$ cat src/rtl/io_cfg_pkg.sv
// Shared types and constants for the I/O pad configuration loader.
// A pad config word is {TSMUX[1:0], DORREG}.
package io_cfg_pkg;

    localparam int unsigned CFG_BITS   = 3;
    localparam int unsigned TSMUX_HI   = 2;
    localparam int unsigned TSMUX_LO   = 1;
    localparam int unsigned DORREG_BIT = 0;

    localparam logic [1:0] TSMUX_HIZ       = 2'b00;
    localparam logic [1:0] TSMUX_TSCTL     = 2'b01;
    localparam logic [1:0] TSMUX_DRIVE     = 2'b10;
    localparam logic [1:0] TSMUX_DRIVE_ALT = 2'b11;

    typedef enum logic [1:0] {
        ST_IDLE  = 2'd0,
        ST_SHIFT = 2'd1,
        ST_LATCH = 2'd2,
        ST_DONE  = 2'd3
    } state_e;

    // Assemble a pad config word from its fields.
    function automatic logic [CFG_BITS-1:0] pack_cfg(input logic [1:0] tsmux, input logic dorreg);
        logic [CFG_BITS-1:0] v;
        v             = '0;
        v[TSMUX_HI]   = tsmux[1];
        v[TSMUX_LO]   = tsmux[0];
        v[DORREG_BIT] = dorreg;
        return v;
    endfunction

endpackage

$ cat src/rtl/io_cfg_shifter.sv
// Serialiser: walks the shadow image from pad NUM_IO-1 bit2 down to pad 0 bit0,
// presenting one registered bit per cycle on o_sdo.
module io_cfg_shifter
    import io_cfg_pkg::*;
#(
    parameter int unsigned NUM_IO = 8
) (
    input  logic                clk,
    input  logic                rst_n,
    input  logic                i_start,
    input  logic                i_advance,
    input  logic [CFG_BITS-1:0] i_image [NUM_IO],
    output logic                o_sdo,
    output logic                o_last_c
);

    localparam int unsigned TOT_BITS = NUM_IO * CFG_BITS;
    localparam int unsigned CNT_W    = $clog2(TOT_BITS);
    localparam int unsigned PAD_W    = (NUM_IO > 1) ? $clog2(NUM_IO) : 1;
    localparam int unsigned BIT_W    = $clog2(CFG_BITS);

    logic [CNT_W-1:0] r_cnt, w_cnt_nxt;
    logic [PAD_W-1:0] r_pad, w_pad_nxt;
    logic [BIT_W-1:0] r_bit, w_bit_nxt;
    logic             r_sdo, w_sdo_nxt;

    // Next bit index and the data bit it selects; SDO falls to 0 outside a shift.
    always_comb begin
        w_cnt_nxt = r_cnt;
        w_pad_nxt = r_pad;
        w_bit_nxt = r_bit;
        w_sdo_nxt = 1'b0;
        if (i_start) begin
            w_cnt_nxt = '0;
            w_pad_nxt = PAD_W'(NUM_IO - 1);
            w_bit_nxt = BIT_W'(TSMUX_HI);
            w_sdo_nxt = i_image[w_pad_nxt][w_bit_nxt];
        end else if (i_advance) begin
            w_cnt_nxt = r_cnt + CNT_W'(1);
            if (r_bit == BIT_W'(DORREG_BIT)) begin
                w_pad_nxt = r_pad - PAD_W'(1);
                w_bit_nxt = BIT_W'(TSMUX_HI);
            end else begin
                w_bit_nxt = r_bit - BIT_W'(1);
            end
            w_sdo_nxt = i_image[w_pad_nxt][w_bit_nxt];
        end
    end

    always_ff @(posedge clk or negedge rst_n) begin
        if (!rst_n) begin
            r_cnt <= '0;
            r_pad <= '0;
            r_bit <= '0;
            r_sdo <= 1'b0;
        end else begin
            r_cnt <= w_cnt_nxt;
            r_pad <= w_pad_nxt;
            r_bit <= w_bit_nxt;
            r_sdo <= w_sdo_nxt;
        end
    end

    assign o_sdo    = r_sdo;
    assign o_last_c = (r_cnt == CNT_W'(TOT_BITS - 1));

endmodule

$ cat src/rtl/io_cfg_loader.sv
// Pad configuration loader: host-written shadow file, serial shift into the pad
// chain on COMMIT, then a single latch strobe and DONE pulse.
module io_cfg_loader
    import io_cfg_pkg::*;
#(
    parameter int unsigned NUM_IO = 8,
    parameter int unsigned ADDR_W = 6
) (
    input  logic                IOCLK,
    input  logic                RST_N,
    input  logic                CFG_VALID,
    output logic                CFG_READY,
    input  logic [ADDR_W-1:0]   CFG_ADDR,
    input  logic [CFG_BITS-1:0] CFG_DATA,
    output logic                CFG_ERR,
    input  logic                COMMIT,
    output logic                BUSY,
    output logic                SDO,
    output logic                SHIFT_EN,
    output logic                CFG_LATCH,
    output logic                DONE
);

    localparam int unsigned   PAD_W     = (NUM_IO > 1) ? $clog2(NUM_IO) : 1;
    localparam logic [ADDR_W:0] NUM_IO_A = (ADDR_W + 1)'(NUM_IO);

    state_e              r_state, w_state_nxt;
    logic [CFG_BITS-1:0] r_shadow     [NUM_IO];
    logic [CFG_BITS-1:0] w_shadow_nxt [NUM_IO];
    logic                r_pending, w_pending_nxt;
    logic                r_ready, r_err, r_busy, r_shift_en, r_latch, r_done;
    logic                w_ready_nxt, w_err_nxt, w_busy_nxt, w_shift_en_nxt, w_latch_nxt, w_done_nxt;
    logic                w_wr_acc, w_addr_ok, w_start, w_advance, w_last;

    assign w_wr_acc  = CFG_VALID && r_ready;
    assign w_addr_ok = ({1'b0, CFG_ADDR} < NUM_IO_A);

    // Post-write image; the shifter reads this so a write coinciding with COMMIT is shifted.
    always_comb begin
        for (int i = 0; i < NUM_IO; i++) begin
            w_shadow_nxt[i] = r_shadow[i];
        end
        if (w_wr_acc && w_addr_ok) begin
            w_shadow_nxt[PAD_W'(CFG_ADDR)] = CFG_DATA;
        end
    end

    always_ff @(posedge IOCLK or negedge RST_N) begin
        if (!RST_N) begin
            for (int i = 0; i < NUM_IO; i++) begin
                r_shadow[i] <= '0;
            end
        end else begin
            for (int i = 0; i < NUM_IO; i++) begin
                r_shadow[i] <= w_shadow_nxt[i];
            end
        end
    end

    always_ff @(posedge IOCLK or negedge RST_N) begin
        if (!RST_N) begin
            r_state <= ST_IDLE;
        end else begin
            r_state <= w_state_nxt;
        end
    end

    // A pending or coincident commit in DONE restarts the shift with no IDLE gap.
    always_comb begin
        w_state_nxt = r_state;
        w_start     = 1'b0;
        case (r_state)
            ST_IDLE: begin
                if (COMMIT) begin
                    w_state_nxt = ST_SHIFT;
                    w_start     = 1'b1;
                end
            end
            ST_SHIFT: begin
                if (w_last) begin
                    w_state_nxt = ST_LATCH;
                end
            end
            ST_LATCH: begin
                w_state_nxt = ST_DONE;
            end
            ST_DONE: begin
                if (r_pending || COMMIT) begin
                    w_state_nxt = ST_SHIFT;
                    w_start     = 1'b1;
                end else begin
                    w_state_nxt = ST_IDLE;
                end
            end
            default: begin
                w_state_nxt = ST_IDLE;
            end
        endcase
    end

    assign w_advance = (r_state == ST_SHIFT) && !w_last;

    always_comb begin
        w_pending_nxt  = r_pending;
        w_ready_nxt    = (w_state_nxt == ST_IDLE);
        w_busy_nxt     = (w_state_nxt != ST_IDLE);
        w_shift_en_nxt = (w_state_nxt == ST_SHIFT);
        w_latch_nxt    = (w_state_nxt == ST_LATCH);
        w_done_nxt     = (w_state_nxt == ST_DONE);
        w_err_nxt      = w_wr_acc && !w_addr_ok;
        if (w_start) begin
            w_pending_nxt = 1'b0;
        end else if (COMMIT && (r_state != ST_IDLE)) begin
            w_pending_nxt = 1'b1;
        end
    end

    always_ff @(posedge IOCLK or negedge RST_N) begin
        if (!RST_N) begin
            r_pending  <= 1'b0;
            r_ready    <= 1'b1;
            r_busy     <= 1'b0;
            r_shift_en <= 1'b0;
            r_latch    <= 1'b0;
            r_done     <= 1'b0;
            r_err      <= 1'b0;
        end else begin
            r_pending  <= w_pending_nxt;
            r_ready    <= w_ready_nxt;
            r_busy     <= w_busy_nxt;
            r_shift_en <= w_shift_en_nxt;
            r_latch    <= w_latch_nxt;
            r_done     <= w_done_nxt;
            r_err      <= w_err_nxt;
        end
    end

    io_cfg_shifter #(
        .NUM_IO (NUM_IO)
    ) u_shifter (
        .clk       (IOCLK),
        .rst_n     (RST_N),
        .i_start   (w_start),
        .i_advance (w_advance),
        .i_image   (w_shadow_nxt),
        .o_sdo     (SDO),
        .o_last_c  (w_last)
    );

    assign CFG_READY = r_ready;
    assign CFG_ERR   = r_err;
    assign BUSY      = r_busy;
    assign SHIFT_EN  = r_shift_en;
    assign CFG_LATCH = r_latch;
    assign DONE      = r_done;

endmodule

$ cat config.mk
export PLATFORM = sky130hd
export DESIGN_NAME = io_cfg_loader
export DESIGN_NICKNAME = d
export VERILOG_FILES = /design/src/rtl/io_cfg_pkg.sv /design/src/rtl/io_cfg_shifter.sv /design/src/rtl/io_cfg_loader.sv
export SDC_FILE = /design/constraint.sdc
export NUM_CORES = 1
export LEC_CHECK = 0
export ABC_AREA = 1
export BUFFER_PORTS_ARGS = -buffer_cell sky130_fd_sc_hd__buf_2
export CORE_ASPECT_RATIO = 1.25
export CORE_MARGIN = 10
export CORE_UTILIZATION = 50
export DETAILED_ROUTE_END_ITERATION = 7
export GPL_TIMING_DRIVEN = 0
export PLACE_DENSITY = 0.74
export SYNTH_ARGS = -nofsm -noshare
export SYNTH_HDL_FRONTEND = slang
export SYNTH_HIERARCHICAL = 1
export SYNTH_SLANG_ARGS = --single-unit
$ cat constraint.sdc
create_clock -name IOCLK -period 1.6 [get_ports IOCLK]
set_input_delay 0.16 -clock IOCLK [delete_from_list [all_inputs] [get_ports IOCLK]]
set_output_delay 0.16 -clock IOCLK [all_outputs]
set_load 0.02 [all_outputs]
==> Word level (Yosys, flattened, before mapping) <==
Cells that the tools add are included.
{ "totals": {"register_bits": 44} }
{ "classes": {"addsub": 3, "order_cmp": 5, "n_eq_ne": 7, "mux": 32, "bitwise_logic": 2, "reduce_logical": 16} }
{ "op_table": {"columns": ["op", "n"], "rows": [
  ["bitwise mux 24 bit", 1],
  ["2-to-1 mux 24 bit", 1],
  ["2-to-1 mux 3 bit", 8],
  ["2-to-1 mux 2 bit", 7],
  ["2-to-1 mux 5 bit", 2],
  ["binary-select mux 3 bit (select 3 bit)", 1],
  ["demux 3 bit (select 3 bit)", 1],
  ["== test 2 bit (second input constant)", 4],
  [">= comparator 4 bit (second input constant)", 2],
  ["2-to-1 mux 1 bit", 8],
  ["inverter 3 -> 4 bit", 2],
  ["case mux 2 bit (4 select lines)", 1],
  ["nonzero test 2 bit", 4],
  ["logical AND 1 bit", 6],
  ["logical NOT 2 bit", 3],
  ["< comparator 6 x 4 -> 1 bit (second input constant)", 1],
  ["adder 5 x 1 -> 5 bit (second input constant)", 1],
  ["== test 5 bit (second input constant)", 1],
  ["== test 2 x 1 -> 1 bit (second input constant)", 2],
  ["< comparator 4 x 1 -> 1 bit (second input constant)", 1],
  ["< comparator 2 x 3 -> 1 bit (second input constant)", 1],
  ["subtractor 3 x 1 -> 3 bit (second input constant)", 1],
  ["binary-select mux 1 bit (select 2 bit)", 1],
  ["logical NOT 1 bit", 2],
  ["3 further kinds", 3]
]} }

==> Depth between registers and ports, before layout <==
Gate-level depths: netlist of run 1.
{ "logic_depth": {"word_depth": 14, "mapped_depth": 15} }

==> Cells and area by module <==
The synthesis of run 1 kept the hierarchy.
{ "modules_own_cells": {"columns": ["module", "instances", "cells_per_inst", "area_per_inst_um2", "seq_area_each_um2"], "rows": [
  ["io_cfg_loader", 1, 203, 1614.0, 827.0],
  ["io_cfg_shifter", 1, 122, 840.8, 275.3]
]} }

==> Worst setup path before layout of run 1 <==
Ideal clock, no wire load.
{ "synth_path": {"kind": "register to register", "from": "reg r_ready, in the netlist CFG_READY", "to": "reg u_shifter.r_sdo, in the netlist u_shifter/o_sdo", "t_arrival_ns": 1.676, "required_ns": 1.484, "setup_slack_ns": -0.193, "stages_incl_launch_ff": 15, "n_path_buf": 1, "cell_sequence": "dfstp_2 -> nand2_1 -> nor2_8 -> inv_4 -> buf_6 -> nand2_1 -> nand2_1 -> nand3_1 -> nand3_1 -> nand3_1 -> nand3_1 -> nand2_1 -> nand2_1 -> nand2_1 -> nand2_1"} }
{ "synth_lines": {"columns": ["element", "line", "text"], "rows": [
  ["start: declaration", "io_cfg_loader.sv:31", "logic r_ready, r_err, r_busy, r_shift_en, r_latch, r_done;"],
  ["start signal: assignment", "io_cfg_loader.sv:129", "r_ready <= w_ready_nxt;"],
  ["end signal: assignment", "io_cfg_shifter.sv:60", "r_sdo <= w_sdo_nxt;"],
  ["end: declaration", "io_cfg_shifter.sv:25", "logic r_sdo, w_sdo_nxt;"]
]} }

==> results of run 1 <==
==> worst paths after layout <==
path	start	endpoint	slack [ns]	depth (start not counted)
max	CFG_READY$_DFF_PN1_	u_shifter/o_sdo$_DFF_PN0_	-0.17	13
min in group IOCLK	CFG_ADDR[3]	CFG_ERR$_DFF_PN0_	0.11	3
max in group asynchronous	RST_N	r_state[0]$_DFF_PN0_	0.91	1
max reg2reg	CFG_READY$_DFF_PN1_	u_shifter/o_sdo$_DFF_PN0_	-0.17	13
min	RST_N	r_shadow[16]$_DFF_PN0_	0.01	1
min reg2reg	r_shadow[20]$_DFF_PN0_	r_shadow[20]$_DFF_PN0_	0.48	2
==> final cells by class <==
| class | count | area [um2] | area share |
|---|---|---|---|
| multi-input cells | 240 | 1350 | 0.436 |
| repair buffers | 37 | 240 | 0.0778 |
| inverters | 37 | 145 | 0.0470 |
| well taps | 60 | 75.1 | 0.0243 |
| clock inverters | 3 | 46.3 | 0.0150 |
| repair inverters | 1 | 5.00 | 0.00162 |
| plain buffers | 5 | 56.3 | 0.0182 |
| flip-flops and latches | 44 | 1100 | 0.357 |
| clock buffers | 5 | 68.8 | 0.0223 |
==> metal layers <==
metal | GRT usage | wire (um)
met3 | 0.0339 | 208
met1 | 0.173 | 2600
met4 | 0.0619 | 102
met2 | 0.254 | 3280
met5 | 0 | 0
==> power breakdown <==
group | leakage, uW | internal (uW) | total, uW | switching, uW
logic | 0.000948 | 1080 | 2640 | 1570
registers | 0.000567 | 1450 | 1670 | 222
clock network | 0.0000548 | 470 | 883 | 412
total | 0.00157 | 3000 | 5200 | 2200
==> state kept, by name (all words and copies together) (netlist names) <==
name             count
CFG_READY            1
u_shifter/r_cnt      5
CFG_LATCH            1
SHIFT_EN             1
DONE                 1
BUSY                 1
u_shifter/r_bit      2
r_pending            1
CFG_ERR              1
r_shadow            24
u_shifter/o_sdo      1
u_shifter/r_pad      3
r_state              2
==> cell families after synthesis <==
logic type	Yosys count	share of synthesized area
AO/OA/AOI/OAI	37	0.0836
adder cells (fa/ha/maj)	8	0.0408
buffers and inverters	42	0.0795
flip-flops	44	0.449
AND/OR/NAND/NOR	194	0.347
==> placed cells by master, fill, tap and decap left out, types with 2 or more instances in the layout <==
cell type / netlist / final
sky130_fd_sc_hd__inv_2: 2 / 7
sky130_fd_sc_hd__nand4_1: 6 / 6
sky130_fd_sc_hd__clkbuf_8: 0 / 5
sky130_fd_sc_hd__buf_2: 0 / 18
sky130_fd_sc_hd__nor2_2: 2 / 3
sky130_fd_sc_hd__nor3_1: 5 / 2
sky130_fd_sc_hd__buf_6: 4 / 5
sky130_fd_sc_hd__a21oi_2: 0 / 4
sky130_fd_sc_hd__nor2_1: 10 / 5
sky130_fd_sc_hd__o21ai_0: 20 / 19
sky130_fd_sc_hd__o21ai_2: 1 / 2
sky130_fd_sc_hd__nor3_2: 0 / 2
sky130_fd_sc_hd__clkinv_2: 1 / 2
sky130_fd_sc_hd__nor2_4: 0 / 5
sky130_fd_sc_hd__nand3_2: 0 / 4
sky130_fd_sc_hd__ha_2: 0 / 2
sky130_fd_sc_hd__inv_6: 0 / 2
sky130_fd_sc_hd__buf_4: 1 / 18
sky130_fd_sc_hd__dfrtp_1: 43 / 42
sky130_fd_sc_hd__inv_1: 33 / 28
sky130_fd_sc_hd__a22oi_1: 2 / 2
sky130_fd_sc_hd__nand2_1: 127 / 120
sky130_fd_sc_hd__ha_1: 8 / 3
sky130_fd_sc_hd__nand2_2: 3 / 7
sky130_fd_sc_hd__nand2_4: 3 / 6
sky130_fd_sc_hd__ha_4: 0 / 3
sky130_fd_sc_hd__o22ai_1: 2 / 2
sky130_fd_sc_hd__a21oi_1: 8 / 3
sky130_fd_sc_hd__nand3_1: 35 / 31
sky130_fd_sc_hd__o21a_1: 2 / 2
==> stage by stage <==
stage,utilization,instance area (um2),std cells,worst slack (ns)
2_1_floorplan,-,2480,325,-0.0522
3_3_place_gp,0.558,2640,403,-0.156
6_report,0.653,3090,432,-0.169
4_1_cts,0.608,2880,421,-0.187
5_1_grt,0.653,3090,432,-0.290
3_5_place_dp,0.558,2640,403,-0.199
==> timing repair <==
| action | in CTS | in global routing |
|---|---|---|
| pin swaps | 8 | 14 |
| gates cloned | 1 | 1 |
| setup buffers | 9 | 10 |
| resized for setup | 14 | 34 |
| setup endpoints to repair | 8 | 17 |
==> reports/qor.yml, run 1 <==
run_status: "finished, violations left"
violations: "setup timing"
timing.clock.skew_ns: 0.00591
pwr_density_cell_nw_per_um2: 1680
synth_area_per_cell_um2: 7.55
worst_path_dominant_cell_family: "simple AND/OR/NAND/NOR gates"
final_period_minus_worst_setup_slack_ns: 1.77
fin_tns_setup_ns: -0.181
gp_routability_congestion: 0.776
clock_tree.htree_level_count: 2
die_area_um2: 8130
drv_cap: 0
synthesized_netlist_cell_count: 325
numCtsBuffers: 5
die_y_um: 98.3
netlist_area_um2: 2450
setup.worst_path.start_class: "register"
fraction_of_the_yosys_area_taken_by_sequential_cells: 0.449
ys_top_cells_by_count: "sky130_fd_sc_hd__nand2_1, sky130_fd_sc_hd__dfrtp_1, sky130_fd_sc_hd__nand3_1, sky130_fd_sc_hd__inv_1, sky130_fd_sc_hd__o21ai_0"
maximum_vdd_drop_mv: 1.17
grt_overflow: 0
grt_pass1_vias: 2261
vias: 2259
hpwl_um: 4010
synthToLayoutAreaGrowth_pct: 25.8
grt_pass1_wl_um: 9940
timing.critical_path.buf_inv: 1
finalSetupViolations: 2
fin_nets: 392
mappedNetlistNets: 346
cpMaxStageDelayCell: "sky130_fd_sc_hd__dfstp_2"
floorplan.initialDensity: 0.519
fin_total_pwr_uw: 5200
total_leakage_power_uw: 0.00157
die_w_um: 82.7
synth_top_cell_area_share: 0.438
max_clock_freq_mhz: 565
crit_path_max_fanout: 6
synth_edf_count: 0
crit_top_cell: "sky130_fd_sc_hd__nand2_1"
clk_pin_slew_worst_paths_ns: 0.09
unrepaired_setup_endpoints_after_global_routing: "true"
cts_tree: "built"
rows: 28
hold_viol_final: 0
grt_max_degree: 45
yosys.area.top_type: "sky130_fd_sc_hd__dfrtp_1"
routedWlPerCell_um: 14.3
floorplan.io_pins: 20
setup_ws_ns: -0.169
drive_above_1_share: 0.280
start_to_end_type_of_the_worst_setup_path: "register to register"
synthFlopType: "sky130_fd_sc_hd__dfrtp_1"
synth.lib_cells_used.distinct: 28
endpoint_kind: "register"
io_buffers: 18
drt_drc_violations_left: 0
timing.critical_path.slowest_cell_delay_ns: 0.56
route.antenna.remaining_nets: 0
synth.most_common_cell: "sky130_fd_sc_hd__nand2_1"
detail_route.first_pass.iterations: 4
synth_async_sr_flop_share: 1.00
maxSlewViolCount: 0
path_cells: "nand2_4, nor2_8, clkinv_2, nand2_1, nand2_1, nand2_1, nand3_1, nand3_1, nand3_1, nand2_1, nand2_1, nand2_1, nand2_1"
dr.first_iter.drc_count: 140
max_slew_margin: 0.343
initial_antenna_violation_count: 0
placeableCoreArea_um2: 4730
number_of_buffers_added_to_fix_hold_violations_after_cts: 0
fillers: 390
worst-slew-pin-transition_ns: 0.986
clk_path_buf_depth: 2
largest_cells_by_area_after_synthesis: "sky130_fd_sc_hd__dfrtp_1, sky130_fd_sc_hd__nand2_1, sky130_fd_sc_hd__nand3_1, sky130_fd_sc_hd__inv_1, sky130_fd_sc_hd__ha_1"
clock_sinks: 44
ys_seq_elements: 44
ys_warn_count: 6
hold_class: "input port to async pin"
viasPerCell: 5.23
finalHoldWorstSlack_ns: 0.0109
grt_use_total: 0.150
clock_latency_ns: 0.30
final_cycle_utilization_of_the_critical_path: 1.11
required_ns: 1.79
worst_ep_arrival_time_ns: 1.96
wirelength_um: 6190
num_antenna_cells: 0
cts-root-buf: "sky130_fd_sc_hd__clkbuf_8"
Power figures use the tool's default switching activity.
==> run 2: changes to the inputs <==
ABC_AREA = default   (was 1)
==> run 2 against run 1 <==
Compared with the run above: the run still ends with setup timing left; hold slack worse by 0.010 ns; routed wire length is 4.9% lower; critical path type unchanged; clock-buffer cell count is the same.
==> reports/qor.yml, run 2 <==
timing.clock.skew_ns: 0.00858  # +0.00268 ns
num_antenna_cells: 0  # unchanged
largest_reg_flops: 24  # unchanged
synth_edf_count: 0  # unchanged
cts_tree: "built"
largest-register: "r_shadow"
synth.mux.area_fraction: 0.251  # +0.251
setup_ws_ns: -1.18  # -1.01 ns
ys_warn_count: 6  # unchanged
final_cycle_utilization_of_the_critical_path: 1.74  # +0.630
clk_path_buf_depth: 2  # unchanged
drv_cap: 0  # unchanged
synth_top_cell_area_share: 0.439  # +0.000671
hold_viol_final: 0  # unchanged
timing.critical_path.slowest_cell_delay_ns: 0.58  # +0.02 ns
route.antenna.remaining_nets: 0  # unchanged
setup.worst_path.start_class: "register"
worst_path_dominant_cell_family: "simple AND/OR/NAND/NOR gates"
initial_antenna_violation_count: 0  # unchanged
biggestRegsByFlops: "r_shadow: 24 flops, u_shifter/r_cnt: 5 flops, u_shifter/r_pad: 3 flops"
die_area_um2: 8120  # -0.12%
ys_top_cells_by_count: "sky130_fd_sc_hd__dfrtp_1, sky130_fd_sc_hd__mux2_2, sky130_fd_sc_hd__nor2_1"
start_to_end_type_of_the_worst_setup_path: "register to register"
largest_family_of_logic_cells_by_synthesized_area: "multiplexers"
synth_area_per_cell_um2: 12.6  # +67%
largest_cells_by_area_after_synthesis: "sky130_fd_sc_hd__dfrtp_1, sky130_fd_sc_hd__mux2_2, sky130_fd_sc_hd__mux4_1, sky130_fd_sc_hd__ha_1, sky130_fd_sc_hd__nor2_1"
dr.first_iter.drc_count: 139  # -0.71%
vias: 1766  # -22%
clock_tree.htree_level_count: 2  # unchanged
placeableCoreArea_um2: 4730  # unchanged
endpoint_kind: "register"
fin_total_pwr_uw: 2940  # -43%
layout.cells.most_common: "sky130_fd_sc_hd__dfrtp_1"
cpMaxStageDelayCell: "sky130_fd_sc_hd__dfstp_2"
worst-slew-pin-transition_ns: 0.983  # -0.00309 ns
detail_route.first_pass.iterations: 4  # unchanged
routedWlPerCell_um: 19.3  # +35%
synth.most_common_cell: "sky130_fd_sc_hd__dfrtp_1"
clock_sinks: 44  # unchanged
netlist_area_um2: 2450  # -0.15%
synthFlopType: "sky130_fd_sc_hd__dfrtp_1"
synth.lib_cells_used.distinct: 47  # +68%
total_leakage_power_uw: 0.00152  # -3.3%
cts-root-buf: "sky130_fd_sc_hd__clkbuf_8"
run_status: "finished, violations left"
viasPerCell: 5.79  # +11%
die_y_um: 98.3  # about the same
synth-adder-area-share: 0.0408  # +0.0000624
floorplan.initialDensity: 0.518  # -0.000794
pwr_density_cell_nw_per_um2: 921  # -45%
grt_pass1_vias: 1824  # -19%
io_buffers: 19  # +1
yosys.area.top_type: "sky130_fd_sc_hd__dfrtp_1"
layout_common_cells: "sky130_fd_sc_hd__dfrtp_1, sky130_fd_sc_hd__buf_2, sky130_fd_sc_hd__buf_4"
wirelength_um: 5880  # -4.9%
post_synth_xor_area_fraction: 0.0214  # +0.0214
unrepaired_setup_endpoints_after_global_routing: "true"
timing.critical_path.buf_inv: 0  # -1
fin_nets: 265  # -32%
crit_path_max_fanout: 8  # +2
floorplan.io_pins: 20  # unchanged
max_slew_margin: 0.345  # +0.00206
gp_routability_congestion: 0.795  # +2.4%
numCtsBuffers: 5  # unchanged
grt_use_total: 0.145  # -0.00485
grt_pass1_wl_um: 9060  # -8.9%
grt_overflow: 0  # unchanged
synthSimpleGateAreaFrac: 0.148  # -0.200
violations: "setup timing"
die_w_um: 82.6  # about the same
synthesized_netlist_cell_count: 194  # -40%
maxSlewViolCount: 0  # unchanged
hpwl_um: 3660  # -8.9%
synth-compound-area-share: 0.0490  # -0.0346
clock_latency_ns: 0.31  # about the same
drive_above_1_share: 0.473  # +0.194
ys_seq_elements: 44  # unchanged
synthToLayoutAreaGrowth_pct: 30.5
final_period_minus_worst_setup_slack_ns: 2.78  # +1.01 ns
required_ns: 1.79  # about the same
worst_r2r_startpoint: "CFG_READY$_DFF_PN1_"
drt_drc_violations_left: 0  # unchanged
hold_class: "input port to async pin"
synth_async_sr_flop_share: 1.00  # unchanged
maximum_vdd_drop_mv: 0.733  # -37%
finalSetupViolations: 18  # +16
crit_path_start: "CFG_READY$_DFF_PN1_"
max_clock_freq_mhz: 360  # -36%
clk_pin_slew_worst_paths_ns: 0.09  # about the same
utilization: 0.676  # +0.0233
fraction_of_the_yosys_area_taken_by_sequential_cells: 0.450  # +0.000688
path_cells: "nand2_8, or4_4, mux2_4, mux4_2, nand2b_4, and4_1, nor3_1, a32oi_1"
mappedNetlistNets: 215  # -38%
rows: 28  # unchanged
worst_ep_arrival_time_ns: 2.97  # +1.01 ns
grt_max_degree: 45  # unchanged
[run 2: cell count changes after synthesis, moves of 6 or more]
cell | before | now
sky130_fd_sc_hd__a21oi_1 | 8 | 2
sky130_fd_sc_hd__mux4_1 | 0 | 9
sky130_fd_sc_hd__mux2_2 | 0 | 24
sky130_fd_sc_hd__nand2_1 | 127 | 9
sky130_fd_sc_hd__nand3_1 | 35 | 1
sky130_fd_sc_hd__o21ai_0 | 20 | 4
sky130_fd_sc_hd__inv_1 | 33 | 9
sky130_fd_sc_hd__nand2b_1 | 0 | 8
[run 2: per-layer routing]
layer | track usage | vias to the layer above | part of all wire
li1 | - | 811 | -
met1 | 0.163 | 906 | 0.39
met2 | 0.245 | 37 | 0.54
met3 | 0.0358 | 12 | 0.039
met4 | 0.0684 | 0 | 0.027
met5 | 0 | - | 0
[run 2: where the power goes]
part / internal (uW) / switching, uW / leakage, uW / total [uW]
Sequential: 1170 / 35.6 / 0.000571 / 1210
Clock: 470 / 419 / 0.0000583 / 889
Combinational: 416 / 433 / 0.000889 / 849
[run 2: cell families (layout without fill, tap and decap cells)]
| family | count (synthesis) | in the layout |
|---|---|---|
| adder cells (fa/ha/maj) | 8 | 8 |
| buffers and inverters | 17 | 68 |
| XOR/XNOR | 6 | 6 |
| AO/OA/AOI/OAI | 17 | 17 |
| flip-flops | 44 | 44 |
| multiplexers | 41 | 41 |
| AND/OR/NAND/NOR | 61 | 61 |
[run 2: area by class of cell]
class / instances / area (um2)
inverter: 9 / 33.8
timing repair buffer: 44 / 320
clock inverter: 3 / 47.5
clock buffer: 5 / 68.8
multi-input combinational: 133 / 1470
tap: 60 / 75.1
fill: 332 / 1530
buffer: 7 / 76.3
sequential: 44 / 1100
[run 2: timing repair]
action                                  4_1_cts  5_1_grt
hold buffers                                  0        0
gates cloned                                  1        0
resized for setup                            23       31
buffers inserted                             15        9
pin swaps                                     8       10
endpoints found under the setup margin       34       37
[run 2: worst paths after layout]
| check | endpoint | slack (ns) | cells after the start |
|---|---|---|---|
| max in group asynchronous | u_shifter/r_cnt[3]$_DFFE_PN0P_ | 0.98 | 1 |
| min in group IOCLK | r_shadow[20]$_DFF_PN0_ | 0.20 | 2 |
| max reg2reg | u_shifter/o_sdo$_DFF_PN0_ | -1.18 | 8 |
| min | r_shadow[0]$_DFF_PN0_ | 0.0005 | 1 |
| min reg2reg | r_pending$_DFFE_PN0P_ | 0.50 | 1 |
| max | u_shifter/o_sdo$_DFF_PN0_ | -1.18 | 8 |
[run 2: per-stage QoR]
stage | hold slack, ns | worst slack [ns] | TNS [ns] | instance area, um2 | std cells
final | 0.000524 | -1.18 | -2.40 | 3200 | 305
after detailed placement | 0.374 | -1.63 | -8.77 | 2670 | 273
after floorplan | -0.136 | -1.06 | -1.55 | 2490 | 194
after CTS | 0.0314 | -1.22 | -1.98 | 3000 | 296
after global routing | 0.0796 | -1.32 | -3.71 | 3200 | 305
after global placement | 0.364 | -1.70 | -8.38 | 2670 | 273
